$ cat src/rtl/ps2_pkg.sv
// Shared PS/2 definitions: receiver state encoding and well-known scancodes.
// Used by the receiver and by the downstream key-matrix decoder.
package ps2_pkg;

    typedef enum logic [1:0] {
        RX_IDLE   = 2'd0,
        RX_DATA   = 2'd1,
        RX_PARITY = 2'd2,
        RX_STOP   = 2'd3
    } rx_state_e;

    localparam logic [7:0] PS2_CODE_EXT   = 8'hE0;
    localparam logic [7:0] PS2_CODE_BREAK = 8'hF0;
    localparam int         PS2_FRAME_BITS = 11;

endpackage

$ cat src/rtl/ps2_byte_fifo.sv
// Synchronous show-ahead FIFO with occupancy count.
// A push into a full FIFO is accepted only when a pop happens in the same cycle.
module ps2_byte_fifo #(
    parameter int DEPTH = 8,
    parameter int WIDTH = 8
) (
    input  logic                     clk,
    input  logic                     res,
    input  logic                     push,
    input  logic [WIDTH-1:0]         din,
    input  logic                     ready,
    output logic [WIDTH-1:0]         dout,
    output logic                     valid,
    output logic [$clog2(DEPTH):0]   count,
    output logic                     drop
);

    localparam int AW = $clog2(DEPTH);

    logic [WIDTH-1:0] mem [DEPTH];
    logic [AW-1:0]    wr_ptr;
    logic [AW-1:0]    rd_ptr;
    logic [AW:0]      cnt;
    logic             full;
    logic             pop;
    logic             wr_en;

    assign valid = (cnt != '0);
    assign full  = (cnt == (AW+1)'(DEPTH));
    assign pop   = valid & ready;
    assign wr_en = push & (~full | pop);
    assign drop  = push & full & ~pop;
    assign count = cnt;
    assign dout  = valid ? mem[rd_ptr] : '0;

    always_ff @(posedge clk) begin
        if (res) begin
            wr_ptr <= '0;
            rd_ptr <= '0;
            cnt    <= '0;
        end else begin
            if (wr_en) wr_ptr <= wr_ptr + 1'b1;
            if (pop)   rd_ptr <= rd_ptr + 1'b1;
            unique case ({wr_en, pop})
                2'b10:   cnt <= cnt + 1'b1;
                2'b01:   cnt <= cnt - 1'b1;
                default: cnt <= cnt;
            endcase
        end
    end

    always_ff @(posedge clk) begin
        if (wr_en) mem[wr_ptr] <= din;
    end

endmodule

$ cat src/rtl/ps2_rx_fifo.sv
// PS/2 device-to-host receiver with a scancode FIFO on a valid/ready port.
// Optional partial-frame timeout is built when PS2_RX_TIMEOUT_EN is defined.
module ps2_rx_fifo
    import ps2_pkg::*;
#(
    parameter int FILTER_LEN     = 4,
    parameter int FIFO_DEPTH     = 8,
    parameter int TIMEOUT_CYCLES = 20000
) (
    input  logic                          clk,
    input  logic                          res,
    input  logic                          kbd_clk,
    input  logic                          kbd_dat,
    output logic [7:0]                    rx_data,
    output logic                          rx_valid,
    input  logic                          rx_ready,
    output logic [$clog2(FIFO_DEPTH):0]   rx_count,
    output logic                          parity_err,
    output logic                          frame_err,
    output logic                          overflow
);

    logic [FILTER_LEN-1:0] filt;
    logic                  clk_prev;
    logic                  strobe;

    rx_state_e state, state_n;
    logic [2:0] idx, idx_n;
    logic [7:0] sr, sr_n;
    logic       par, par_n;
    logic       push;
    logic       perr_set;
    logic       ferr_set;
    logic       drop;
    logic       to_hit;

    // Hysteresis: a level is accepted only once every sample agrees.
    always_ff @(posedge clk) begin
        if (res) begin
            filt     <= '1;
            clk_prev <= 1'b1;
        end else begin
            filt <= {filt[FILTER_LEN-2:0], kbd_clk};
            if (&filt)
                clk_prev <= 1'b1;
            else if (filt == '0)
                clk_prev <= 1'b0;
        end
    end

    assign strobe = clk_prev & (filt == '0);

`ifdef PS2_RX_TIMEOUT_EN
    localparam int TW = $clog2(TIMEOUT_CYCLES);
    logic [TW-1:0] to_cnt;

    always_ff @(posedge clk) begin
        if (res || strobe || state == RX_IDLE)
            to_cnt <= '0;
        else
            to_cnt <= to_cnt + 1'b1;
    end

    // Fires on the edge where the count would reach TIMEOUT_CYCLES-1.
    assign to_hit = (state != RX_IDLE) && !strobe &&
                    (to_cnt == TW'(TIMEOUT_CYCLES - 2));
`else
    logic unused_timeout;
    assign unused_timeout = (TIMEOUT_CYCLES > 0);
    assign to_hit = 1'b0;
`endif

    always_ff @(posedge clk) begin
        if (res) begin
            state <= RX_IDLE;
            idx   <= '0;
            sr    <= '0;
            par   <= 1'b0;
        end else begin
            state <= state_n;
            idx   <= idx_n;
            sr    <= sr_n;
            par   <= par_n;
        end
    end

    always_comb begin
        state_n  = state;
        idx_n    = idx;
        sr_n     = sr;
        par_n    = par;
        push     = 1'b0;
        perr_set = 1'b0;
        ferr_set = 1'b0;
        if (strobe) begin
            unique case (state)
                RX_IDLE: begin
                    if (!kbd_dat) begin
                        state_n = RX_DATA;
                        idx_n   = '0;
                    end
                end
                RX_DATA: begin
                    sr_n[idx] = kbd_dat;
                    idx_n     = idx + 1'b1;
                    if (idx == 3'd7) state_n = RX_PARITY;
                end
                RX_PARITY: begin
                    par_n   = kbd_dat;
                    state_n = RX_STOP;
                end
                RX_STOP: begin
                    state_n = RX_IDLE;
                    if (!kbd_dat)
                        ferr_set = 1'b1;
                    else if (!(^sr ^ par))
                        perr_set = 1'b1;
                    else
                        push = 1'b1;
                end
            endcase
        end else if (to_hit) begin
            state_n  = RX_IDLE;
            ferr_set = 1'b1;
        end
    end

    always_ff @(posedge clk) begin
        if (res) begin
            parity_err <= 1'b0;
            frame_err  <= 1'b0;
            overflow   <= 1'b0;
        end else begin
            parity_err <= perr_set;
            frame_err  <= ferr_set;
            overflow   <= drop;
        end
    end

    ps2_byte_fifo #(
        .DEPTH (FIFO_DEPTH),
        .WIDTH (8)
    ) u_fifo (
        .clk   (clk),
        .res   (res),
        .push  (push),
        .din   (sr),
        .ready (rx_ready),
        .dout  (rx_data),
        .valid (rx_valid),
        .count (rx_count),
        .drop  (drop)
    );

endmodule
$ cat config.mk
export PLATFORM = sky130hd
export DESIGN_NAME = ps2_rx_fifo
export DESIGN_NICKNAME = d
export VERILOG_FILES = /design/src/rtl/ps2_pkg.sv /design/src/rtl/ps2_byte_fifo.sv /design/src/rtl/ps2_rx_fifo.sv
export SDC_FILE = /design/constraint.sdc
export NUM_CORES = 1
export LEC_CHECK = 0
export ABC_AREA = 0
export CAP_MARGIN = 0
export CORE_ASPECT_RATIO = 0.9
export CORE_MARGIN = 2
export CORE_UTILIZATION = 60
export CTS_BUF_LIST = sky130_fd_sc_hd__clkbuf_16
export DETAILED_ROUTE_END_ITERATION = 8
export MAX_ROUTING_LAYER = met4
export PLACE_DENSITY = 0.77
export RECOVER_POWER = 25
export SYNTH_ARGS = -nofsm -noshare
export SYNTH_HDL_FRONTEND = slang
export SYNTH_SLANG_ARGS = --single-unit
$ cat constraint.sdc
create_clock -name clk -period 6.1 [get_ports clk]
set_clock_uncertainty 0.05 [all_clocks]
set_input_delay 0.915 -clock clk [delete_from_list [all_inputs] [get_ports clk]]
set_output_delay 0.915 -clock clk [all_outputs]
set_load 0.03 [all_outputs]
== Word-level counts from Yosys, hierarchy flattened ==
Memory sizes are Yosys's and may differ from the RTL's. A register that Yosys moved wholly into a read port is not among the register bits.
Index checks and enable logic that the tools add are counted.
Word-level totals
  register bits after elaboration: 32
  latch bits: 0
  bits in writable memories: 64
  memory bits (read-only): 0
  input port bits: 5
  output and inout bits: 16
  logic and storage cells: 76
  memories kept: 1
Operators by class
  add/subtract/negate cells: 5
  multipliers: 0
  div/mod/pow operators: 0
  $lt $le $gt $ge: 2
  equal/unequal tests: 9
  shifts and indexed selects: 0
  muxes and demuxes: 20
  bitwise logic cells: 12
  reductions and logical operators: 15
Memory list
  u_fifo.mem: depth 8, bits a word 8, rd ports 1, clocked after Yosys merged registers in 1, write ports 1, line ps2_byte_fifo.sv:20  | logic [WIDTH-1:0] mem [DEPTH];
Operator list (number)
  $add 3x1->3 const B: 3
  $mux 1: 9
  $mux 3: 3
  $bwmux 8: 1
  $mux 8: 1
  $pmux 2 s4: 1
  $pmux 4 s2: 1
  $reduce_xor 8->1: 1
  $eq 2x2->1 const B: 3
  $pmux 3 s2: 1
  $reduce_and 3->1: 2
  $and 1x1->1: 5
  $not 1->1: 5
  $add 4x1->4 const B: 1
  $eq 2x1->1 const B: 2
  $eq 4x4->1 const B: 1
  $logic_not 4->1: 1
  $lt 3x4->1 const B: 1
  $mux 2: 2
  $ne 2x2->1 const B: 2
  $reduce_and 2->1: 2
  $reduce_and 4->1: 1
  $reduce_bool 2->1: 2
  $reduce_bool 4->1: 1
  11 further kinds: 11

== Logic depth before layout (Yosys ltp) ==
  word-level depth: 9
  depth in mapped cells: 12
  depth with buffers taken out: 12

== Modules after synthesis ==
From an unflattened synthesis, not the netlist that was laid out.
Unflattened totals
  cell total of the unflattened synthesis: 291
  area, all modules: 4265.3 um2
Modules (own cells, without submodules)
  ps2_byte_fifo: instances 1, cells an instance 185, area an instance 3170.5 um2
  ps2_rx_fifo: instances 1, cells an instance 106, area an instance 1094.8 um2

== Worst setup path after synthesis ==
OpenSTA, ideal clock, no wires.
  path type: input-to-reg
  start point: input kbd_dat
  end point: register u_fifo.cnt[3] (netlist: u_fifo.count[3])
  data arrival time: 2767 ps
  required time: 5927 ps
  setup slack: 3159 ps
  stages on the path: 11
  buffers on the path: 0
  path through: nand2_1 nor4b_1 mux2i_1 nand2_1 inv_1 ha_1 a21o_1 a21oi_1 or3_1 mux2i_1 mux2_1
On the way
  longest elaborated chain between the ends: 6
  elaborated cells on any way between the ends: 8
  those cells by class: eq/ne (2); mux (4); bitwise (1); reduce/logical (1)
RTL lines
  start, declared: line ps2_rx_fifo.sv:13  | input logic kbd_dat,
  $mux 1 *: line ps2_rx_fifo.sv:114  | if (!kbd_dat)
  $mux 1 *: line ps2_rx_fifo.sv:96  | unique case (state)
  $mux 1 *: line ps2_rx_fifo.sv:95  | if (strobe) begin
  $and 1x1->1 *: line ps2_byte_fifo.sv:31  | assign wr_en = push & (~full | pop);
  $eq 2x1->1 / $eq 2x2->1 (equally long branches): line ps2_byte_fifo.sv:44  | unique case ({wr_en, pop})
  $pmux 4 s2 / $reduce_bool 2->1 (equally long branches)
  end signal, assigned: line ps2_byte_fifo.sv:45  | 2'b10: cnt <= cnt + 1'b1;
  end signal, assigned: line ps2_byte_fifo.sv:46  | 2'b01: cnt <= cnt - 1'b1;
  end signal, assigned: line ps2_byte_fifo.sv:47  | default: cnt <= cnt;
  end, declared: line ps2_byte_fifo.sv:23  | logic [AW:0] cnt;
Mark *: on every way between the ends. The rest lies on a longest branch, timed or not.
A chain may end at the register's enable or synchronous reset.

== Worst setup path in the final report ==
Ends and elaborated chain as after synthesis.

==> impl_metrics.json <==
{
  "slew_headroom": 0.266,
  "final_util": 0.715,
  "num_antenna_cells": 0,
  "num_vias": 2407,
  "status": "finished, final reports clean",
  "post_cts_resize_count": 0,
  "timing.critical_path.fanout_max": 14,
  "routabilityCongestion": 0.770,
  "grt_antenna_before_repair": 0,
  "tritoncts": "done",
  "port_buffers": 20,
  "pin_count_of_the_biggest_net_entering_global_routing": 39,
  "cp_slowest_cell": "sky130_fd_sc_hd__clkdlybuf4s50_1",
  "worst-endpoint-arrival_ns": 3.99,
  "gr-total-overflow": 0,
  "synth_top_area_share": 0.458,
  "power-per-cell-area_nw_per_um2": 301,
  "buffer_cell_driving_the_clock_tree_root": "sky130_fd_sc_hd__clkbuf_16",
  "synthesis.instances": 306,
  "final_nets": 340,
  "cpPeakStageDelay_ns": 0.76,
  "cts_buffer_depth": 2,
  "unrepaired_setup_endpoints_after_global_routing": "no",
  "post_synth_most_frequent_cells": "sky130_fd_sc_hd__edfxtp_1, sky130_fd_sc_hd__nor2_1, sky130_fd_sc_hd__dfxtp_1",
  "synth-warning-count": 0,
  "worstMarginPinSlew_ns": 1.09,
  "dieHeight_um": 83.3,
  "rows": 28,
  "synth_area_per_cell_um2": 13.7,
  "tritoncts.num_buffers": 9,
  "ios": 21,
  "path_cells": "clkdlybuf4s50_1, nand2_1, nor4b_1, mux2i_1, nand2_1, inv_1, ha_1, a21o_1, a21oi_1, or3_1, mux2i_1, mux2_1",
  "ys_seq_elements": 99,
  "ys_async_sr_fraction": 0,
  "maximum_vdd_drop_v": 0.000178,
  "fp.dieArea_um2": 7680,
  "critical_path_depth": 12,
  "firstDrtPassIters": 4,
  "timing.critical_path.from_type": "primary input",
  "critPathKind": "in2reg",
  "grt_pass1_wl_um": 12000,
  "layout_worst_path_cycle_share": 0.626,
  "min_period_ns": 3.82,
  "finalHoldViolations": 0,
  "layout-drive-gt1-share": 0.143,
  "worst_path_dominant_cell_family": "simple AND/OR/NAND/NOR gates",
  "finalSetupViolations": 0,
  "critPathRequiredTime_ns": 6.27,
  "timing.critical_path.buf_inv": 2,
  "min_delay_path_depth": 1,
  "core_um2": 6660,
  "place_hpwl_um": 4810,
  "clock_sink_count": 99,
  "synth_area_um2": 4200,
  "cts.repair_timing.setup_buffer_count": 0,
  "worst_hold_slack_ns": 0.421,
  "detail_route.wirelength_um": 7370,
  "synthesis.nets": 322,
  "drc": 0,
  "finalMaxSlewViolations": 0,
  "hold_path_class": "reg2reg",
  "die-width_um": 92.2,
  "synth_enable_flop_cells": 64,
  "worst_skew_pair.late_latency_ns": 0.33,
  "ys_top_cells_by_area": "sky130_fd_sc_hd__edfxtp_1, sky130_fd_sc_hd__dfxtp_1, sky130_fd_sc_hd__mux4_2",
  "routed_wire_length_per_instance_um": 17.6,
  "first_global_vias": 2387,
  "detail_route.vias_per_cell": 5.74,
  "iteration_0_drc_markers": 151,
  "synth.largest_area_cell": "sky130_fd_sc_hd__edfxtp_1",
  "synth.yosys.seq_area_share": 0.625,
  "initial_core_utilization": 0.630,
  "drv_cap": 0,
  "yosysMostFrequentCell": "sky130_fd_sc_hd__edfxtp_1",
  "syn2layout_area_growth_pct": 13.4,
  "max_freq_mhz": 262,
  "post_cts_hold_buffer_count": 0,
  "grt.total_usage": 0.215,
  "synthDistinctLibCells": 43,
  "setup.worst_path.end_class": "flop",
  "ctsHtreeMaxLevel": 3,
  "total_leakage_power_nw": 1.60,
  "postRouteAntennaNets": 0,
  "setup_total_negative_slack_ns": 0,
  "synth_flop_cell": "sky130_fd_sc_hd__edfxtp_1",
  "clkTransAtPathRegs_ns": 0.07,
  "worstRegToRegCells": 11
}
[flip-flops by register name, summed over array words and instances, names as in the netlist, named ones only]
| register | count |
|---|---|
| u_fifo.count | 4 |
| filt | 4 |
| u_fifo.mem | 64 |
| u_fifo.wr_ptr | 3 |
| sr | 8 |
| state | 2 |
| par | 1 |
| clk_prev | 1 |
| u_fifo.rd_ptr | 3 |
| frame_err | 1 |
| parity_err | 1 |
| idx | 3 |
| overflow | 1 |
[cell usage in the layout, fill, tap and decap left out, types with 2 or more instances in the layout]
| cell | synthesis | layout |
|---|---|---|
| sky130_fd_sc_hd__nand3_1 | 5 | 5 |
| sky130_fd_sc_hd__clkinv_2 | 0 | 2 |
| sky130_fd_sc_hd__nand2_1 | 23 | 23 |
| sky130_fd_sc_hd__mux4_2 | 16 | 16 |
| sky130_fd_sc_hd__clkbuf_16 | 0 | 9 |
| sky130_fd_sc_hd__mux2i_1 | 16 | 16 |
| sky130_fd_sc_hd__a21oi_1 | 14 | 14 |
| sky130_fd_sc_hd__or4_1 | 2 | 2 |
| sky130_fd_sc_hd__nand2b_1 | 5 | 5 |
| sky130_fd_sc_hd__ha_1 | 10 | 10 |
| sky130_fd_sc_hd__xor2_1 | 4 | 4 |
| sky130_fd_sc_hd__nor3_1 | 8 | 8 |
| sky130_fd_sc_hd__nor2b_1 | 3 | 3 |
| sky130_fd_sc_hd__dfxtp_1 | 35 | 35 |
| sky130_fd_sc_hd__nor2_1 | 37 | 37 |
| sky130_fd_sc_hd__o21ai_0 | 9 | 9 |
| sky130_fd_sc_hd__clkdlybuf4s50_1 | 0 | 20 |
| sky130_fd_sc_hd__xnor3_1 | 2 | 2 |
| sky130_fd_sc_hd__or3_1 | 2 | 2 |
| sky130_fd_sc_hd__inv_1 | 7 | 7 |
| sky130_fd_sc_hd__xnor2_1 | 3 | 3 |
| sky130_fd_sc_hd__nand4_1 | 2 | 2 |
| sky130_fd_sc_hd__mux2_2 | 4 | 4 |
| sky130_fd_sc_hd__edfxtp_1 | 64 | 64 |
| sky130_fd_sc_hd__or2_2 | 4 | 4 |
[report_power, final]
part           switching, mW  internal [mW]
Sequential            0.0246          0.712
Combinational         0.0641         0.0729
Clock                  0.236          0.321
Total                  0.325           1.11
[worst reg2reg max path, delay by kind of cell, from the launching register on]
kind	cells	cell delay [ns]
XOR/XNOR	1	0.43
flip-flops	1	0.53
multiplexers	3	0.72
adder cells (fa/ha/maj)	1	0.27
buffers and inverters	1	0.07
AO/OA/AOI/OAI	2	0.21
AND/OR/NAND/NOR	3	0.80
[stage by stage]
stage | cell area [um^2] | setup slack, ns | power, mW | instances
floorplan | 4200 | 3.16 | 0.849 | 306
global placement | 4460 | 2.20 | 0.887 | 403
detailed placement | 4460 | 2.05 | 0.889 | 403
CTS | 4760 | 2.22 | 1.44 | 419
global route | 4760 | 2.04 | 1.48 | 419
finish | 4760 | 2.28 | 1.43 | 419
[kinds of logic after synthesis]
logic type / after synthesis / share of synthesized area
AOI/OAI and AO/OA: 28 / 0.0361
xor gates and xnor gates: 9 / 0.0253
adders and majority gates: 11 / 0.0346
buffers and inverters: 22 / 0.0218
DFF: 99 / 0.625
muxes: 38 / 0.141
and+or+nand+nor: 99 / 0.116
[layout make-up]
cell class                 instances  area, um^2
multi-input combinational        185        1480
timing repair buffer              21         208
clock buffer                       9         225
clock inverter                     7        76.3
fill                             446        1900
tap                               90         113
sequential                        99        2620
inverter                           8        30.0
[final timing paths]
kind	slack, ns	from	endpoint
worst max-delay path	2.28	kbd_dat	u_fifo.count[3]
worst min-delay path	0.42	filt[0]	filt[1]
worst max register to register	2.90	sr[7]	u_fifo.count[3]
worst min register to register	0.42	filt[0]	filt[1]
[routing by layer]
layer  global-route usage  wire (um)  vias up  part of all wire
met5                    -          0        -                 0
met4               0.0516         55        0            0.0075
met3               0.0563        337        6             0.046
met2                0.343       3730       63              0.51
met1                0.281       3250     1185              0.44
li1                     -          -     1153                 -
Power figures use the tool's default switching activity.
